**src/rtl/receive_pkg.sv**
```systemverilog
// Shared widths, sizes and FSM encoding for the instruction receiver.
`ifndef IWIDTH
`define IWIDTH 32
`endif

package receive_pkg;
  localparam int IWIDTH  = `IWIDTH;
  localparam int DEPTH   = 64;
  localparam int AWIDTH  = 6;
  localparam int CWIDTH  = AWIDTH + 1;
  localparam int TIMEOUT = 16;
  localparam int TWIDTH  = $clog2(TIMEOUT + 1);

  typedef enum logic [1:0] {
    ST_IDLE = 2'd0,
    ST_LOAD = 2'd1,
    ST_DONE = 2'd2
  } state_e;
endpackage

```
**src/rtl/receive_instr_ram.sv**
```systemverilog
// Single write port, registered read port instruction store; a same-address
// read and write in one cycle returns the previous contents.
module instr_ram #(
  parameter int DATA_W = 32,
  parameter int DEPTH  = 64,
  parameter int ADDR_W = 6
) (
  input  logic              clk_i,
  input  logic              rst_ni,
  input  logic              we_i,
  input  logic [ADDR_W-1:0] waddr_i,
  input  logic [DATA_W-1:0] wdata_i,
  input  logic [ADDR_W-1:0] raddr_i,
  output logic [DATA_W-1:0] rdata_o
);
  logic [DATA_W-1:0] mem_q [DEPTH];
  logic [DATA_W-1:0] rdata_q;

  always_ff @(posedge clk_i) begin
    if (we_i) mem_q[waddr_i] <= wdata_i;
  end

  // Only the output register is reset; the array keeps its contents.
  always_ff @(posedge clk_i or negedge rst_ni) begin
    if (!rst_ni) rdata_q <= '0;
    else         rdata_q <= mem_q[raddr_i];
  end

  assign rdata_o = rdata_q;
endmodule

```
**src/rtl/receive.sv**
```systemverilog
// Instruction receiver: requests a burst, stores acked words, reports
// completion, overflow or timeout, and serves fetch reads.
module receive
  import receive_pkg::*;
(
  input  logic              r_clk,
  input  logic              r_rst,
  input  logic              r_i_start,
  output logic              r_o_syn,
  input  logic [IWIDTH-1:0] r_i_instr,
  input  logic              r_i_ack,
  input  logic              r_i_last,
  output logic              r_o_done,
  output logic              r_o_err,
  output logic [CWIDTH-1:0] r_o_count,
  input  logic [AWIDTH-1:0] r_i_raddr,
  output logic [IWIDTH-1:0] r_o_instr
);
  state_e            state_q, state_d;
  logic [AWIDTH-1:0] wptr_q, wptr_d;
  logic [CWIDTH-1:0] cnt_q, cnt_d;
  logic [TWIDTH-1:0] tmo_q, tmo_d;
  logic              err_q, err_d;
  logic              done_q, done_d;
  logic              syn_q, syn_d;
  logic              we;

  always_comb begin
    state_d = state_q;
    wptr_d  = wptr_q;
    cnt_d   = cnt_q;
    tmo_d   = tmo_q;
    err_d   = err_q;
    done_d  = done_q;
    we      = 1'b0;
    case (state_q)
      ST_IDLE, ST_DONE: begin
        if (r_i_start) begin
          state_d = ST_LOAD;
          wptr_d  = '0;
          cnt_d   = '0;
          tmo_d   = '0;
          err_d   = 1'b0;
          done_d  = 1'b0;
        end
      end
      ST_LOAD: begin
        if (r_i_ack) begin
          we     = 1'b1;
          wptr_d = wptr_q + AWIDTH'(1);
          cnt_d  = cnt_q + CWIDTH'(1);
          tmo_d  = '0;
          if (r_i_last) begin
            state_d = ST_DONE;
            done_d  = 1'b1;
            err_d   = 1'b0;
          end else if (wptr_q == AWIDTH'(DEPTH - 1)) begin
            // RAM full without a last marker: stop rather than wrap.
            state_d = ST_DONE;
            done_d  = 1'b1;
            err_d   = 1'b1;
          end
        end else begin
          tmo_d = tmo_q + TWIDTH'(1);
          if (tmo_q == TWIDTH'(TIMEOUT - 1)) begin
            state_d = ST_DONE;
            done_d  = 1'b1;
            err_d   = 1'b1;
          end
        end
      end
      default: state_d = ST_IDLE;
    endcase
    syn_d = (state_d == ST_LOAD);
  end

  always_ff @(posedge r_clk or negedge r_rst) begin
    if (!r_rst) begin
      state_q <= ST_IDLE;
      wptr_q  <= '0;
      cnt_q   <= '0;
      tmo_q   <= '0;
      err_q   <= 1'b0;
      done_q  <= 1'b0;
      syn_q   <= 1'b0;
    end else begin
      state_q <= state_d;
      wptr_q  <= wptr_d;
      cnt_q   <= cnt_d;
      tmo_q   <= tmo_d;
      err_q   <= err_d;
      done_q  <= done_d;
      syn_q   <= syn_d;
    end
  end

  instr_ram #(
    .DATA_W(IWIDTH),
    .DEPTH (DEPTH),
    .ADDR_W(AWIDTH)
  ) u_ram (
    .clk_i  (r_clk),
    .rst_ni (r_rst),
    .we_i   (we),
    .waddr_i(wptr_q),
    .wdata_i(r_i_instr),
    .raddr_i(r_i_raddr),
    .rdata_o(r_o_instr)
  );

  assign r_o_syn   = syn_q;
  assign r_o_done  = done_q;
  assign r_o_err   = err_q;
  assign r_o_count = cnt_q;
endmodule
```
**config.mk**
```make
export PLATFORM = sky130hd
export DESIGN_NAME = receive
export DESIGN_NICKNAME = d
export VERILOG_FILES = /design/src/rtl/receive_pkg.sv /design/src/rtl/receive_instr_ram.sv /design/src/rtl/receive.sv
export SDC_FILE = /design/constraint.sdc
export NUM_CORES = 2
export LEC_CHECK = 0
export BUFFER_PORTS_ARGS = -buffer_cell sky130_fd_sc_hd__buf_2
export CORE_UTILIZATION = 48
export CTS_BUF_LIST = sky130_fd_sc_hd__clkbuf_8
export DETAILED_ROUTE_END_ITERATION = 16
export GPL_ROUTABILITY_DRIVEN = 0
export SLEW_MARGIN = 20
export SYNTH_ARGS = -nofsm -noshare
export SYNTH_HDL_FRONTEND = slang
export SYNTH_SLANG_ARGS = --single-unit
export TNS_END_PERCENT = 20
```
**constraint.sdc**
```tcl
create_clock -name r_clk -period 9.93 [get_ports r_clk]
set_input_delay 0.4965 -clock r_clk [delete_from_list [all_inputs] [get_ports r_clk]]
set_output_delay 0.4965 -clock r_clk [all_outputs]
set_load 0.01 [all_outputs]
```
==> impl_metrics.yaml <==
status:
  run_status: "complete, no violations"
route:
  wl_um: 203000
  firstDrtPassIters: 5
  ant_nets: 0
  wl_per_cell_um: 31.2
  drc: 0
  via_per_inst: 6.09
  num_vias: 39600
  drt_iter0_drc: 4325
placement:
  pre_cts_slack_ps: 5550
  hpwl_um: 105000
  portBuffers: 84
  place_area_um2: 83800
synth:
  yosysWarnings: 0
  post_synth_num_cell_types: 58
  ys_ff_latch: 2103
  syn_nets: 3740
  ys_seq_area_frac: 0.780
  avgSynthCellArea_um2: 21.8
  synthArstFlopShare: 0.0262
  ys.flop_type: "edfxtp_1"
  synth-edff-count: 2048
  synthCells: 3693
  synth_area_um2: 80600
layout:
  fill_cells: 12800
  drive_gt1_frac: 0.261
  multiInputGateArea_um2: 16800
  final-seq-area_um2: 62900
  final_cell_mix: "edfxtp_1 (2,048), mux4_2 (406), clkbuf_8 (367), mux2i_1 (191), inv_1 (133)"
  design_area_um2: 90100
  final_common_cell: "edfxtp_1"
  area_growth_pct: 11.8
  nNetsFinal: 4100
power_and_ir_drop:
  vdd_drop_max_uv: 140
  p_per_area_nw_per_um2: 195
  pwr-share-seq: 0.562
  switching_share: 0.225
  internal_power_mw: 13.7
  pwr-share-comb: 0.053
  pwr-share-clk: 0.385
  power_leakage_nw: 29.2
  p_switching_mw: 3.96
clock_network:
  h-tree-depth: 5
  post_cts_buffers: 0
  cts_tree: "yes"
  cts_sinks: 2103
  clockBufferDepth: 4
  root_buffer: "clkbuf_8"
  ctsResizeCount: 0
  holdBufCountCts: 8
  clock_latency_ps: 1020
  numCtsBuffers: 348
  clk_pin_slew_ps: 60
global_routing:
  grt_max_degree: 129
  grtUsageTotal: 0.241
  overflow: 0
  antenna_found_initial: 1
  grt_pass1_vias: 40200
  grt_pass1_wl_um: 289000
timing:
  min_period_ps: 3420
  hold_slack_ps: 47.7
  worst_slew_pin_slew_ps: 1130
  final.setup.tns_ps: 0
  setup_violations: 0
  clock.fmax_mhz: 293
  rsz0062_at_grt: "no"
  post-route-period-util: 0.344
  relSlewSlack: 0.242
  clock-skew-final_ps: 65.2
  hold_violations: 0
  drv_slew: 0
  setup_ws_ps: 6510
floorplan:
  fp-row-count: 150
  die_y_um: 412
  die_area_um2: 170000
  core-area_um2: 167000
  start_util: 0.483
  die_w_um: 412
  io_pins: 85
worst_setup_path:
  worstSetupStartpointType: "register"
  cp.required_ps: 10550
  crit_fanout: 22
  cp.arrival_ps: 4040
  cp-end-kind: "register"
  critical_path_class: "reg2reg"
run:
  drv_cap: 0
hold_path:
  hold_class: "in2reg"
[final cells by class]
class / count / share of cell area
Tap cell: 2204 / 0.0306
Clock buffer: 367 / 0.0560
Clock inverter: 225 / 0.0112
Sequential cell: 2103 / 0.698
Antenna cell: 3 / 0.0000833
Inverter: 6 / 0.000250
Multi-Input combinational cell: 1377 / 0.186
Timing Repair Buffer: 217 / 0.0179
[worst paths after layout]
path	from	to	slack (ps)	cells past startpoint
worst max-delay path	state_q[1]$_DFF_PN0_	u_ram.mem_q[62][10]$_DFFE_PP_	6510	5
worst min register to register	r_o_done$_DFFE_PN0P_	r_o_done$_DFFE_PN0P_	490	1
worst max register to register	state_q[1]$_DFF_PN0_	u_ram.mem_q[62][10]$_DFFE_PP_	6510	5
worst min-delay path	r_i_instr[24]	u_ram.mem_q[33][24]$_DFFE_PP_	50	1
min in group asynchronous	r_rst	u_ram.rdata_o[15]$_DFF_PN0_	220	3
max in group asynchronous	r_rst	r_o_count[2]$_DFFE_PN0P_	8900	3
[registers in the layout (all words and copies together) (netlist names)]
signal         cells
r_o_count          7
u_ram.mem_q     2048
wptr_q             6
u_ram.rdata_o     32
state_q            2
tmo_q              5
r_o_err            1
r_o_done           1
r_o_syn            1
[kinds of logic after synthesis]
family                   share of synthesized area
adder cells (fa/ha/maj)                   0.000621
multiplexers                                 0.149
buffers and inverters                       0.0184
AO/OA/AOI/OAI                               0.0298
XOR/XNOR                                  0.000869
AND/OR/NAND/NOR                             0.0208
flip-flops                                   0.780
[per-layer routing]
metal | GRT usage | part of all wire | vias to the layer above
met2 | 0.382 | 0.49 | 1543
met1 | 0.342 | 0.42 | 21400
met3 | 0.0387 | 0.061 | 305
li1 | - | - | 16300
met5 | 0 | 0 | -
met4 | 0.0801 | 0.029 | 0
[Yosys cell counts, types with 3 or more instances]
cell / n / area (µm²)
inv_1: 3 / 11.3
a21oi_1: 35 / 175
mux2i_1: 191 / 1910
and2_1: 8 / 50.1
a22oi_1: 15 / 113
nor4_1: 25 / 156
o211a_1: 4 / 40.0
mux2_2: 24 / 270
a211oi_1: 8 / 60.1
a21o_1: 3 / 22.5
buf_6: 29 / 327
nand2b_1: 12 / 75.1
o221ai_1: 18 / 158
a311oi_1: 6 / 52.6
mux4_1: 27 / 709
a22o_1: 13 / 114
clkbuf_1: 66 / 248
nand3_1: 36 / 180
a2bb2oi_1: 17 / 149
clkinv_1: 3 / 11.3
buf_4: 45 / 338
a221o_1: 6 / 60.1
buf_8: 4 / 60.1
nor2_1: 106 / 398
o22a_1: 9 / 78.8
nand4_1: 3 / 18.8
o211ai_1: 8 / 60.1
nand3b_1: 3 / 22.5
nor3_1: 20 / 100
o22ai_1: 109 / 682
a221oi_1: 28 / 245
dfrtp_1: 55 / 1380
edfxtp_1: 2048 / 61500
a2111oi_0: 4 / 35.0
ha_1: 4 / 50.1
xor2_1: 7 / 61.3
buf_12: 11 / 220
o21ai_0: 60 / 300
mux4_2: 406 / 9140
buf_2: 48 / 240
nand2_1: 121 / 454
nor2b_1: 22 / 138
[critical path: stages, from the launching register on]
cell and delay, ps:
dfrtp_1 430, nand3b_1 370, nor2_1 310, nand3_1 610
nor2_4 670, buf_4 590
[metrics by stage]
step,std cells,total power [mW],util
6_report,6502,17.6,0.540
5_1_grt,6500,18.2,0.540
4_1_cts,6489,17.8,0.539
3_5_place_dp,5889,11.0,0.503
3_3_place_gp,5887,11.0,0.502
2_1_floorplan,3693,10.6,-
[power groups by stage]
stage / Sequential [mW] / Combinational, mW / Clock [mW]
final: 9.89 / 0.939 / 6.78
after CTS: 9.90 / 0.948 / 6.93
after floorplan: 10.1 / 0.537 / 0
after global routing: 9.89 / 1.00 / 7.29
after global placement: 10.1 / 0.924 / 0
after detailed placement: 10.1 / 0.940 / 0
No activity file was read; power rests on OpenSTA's default activity.
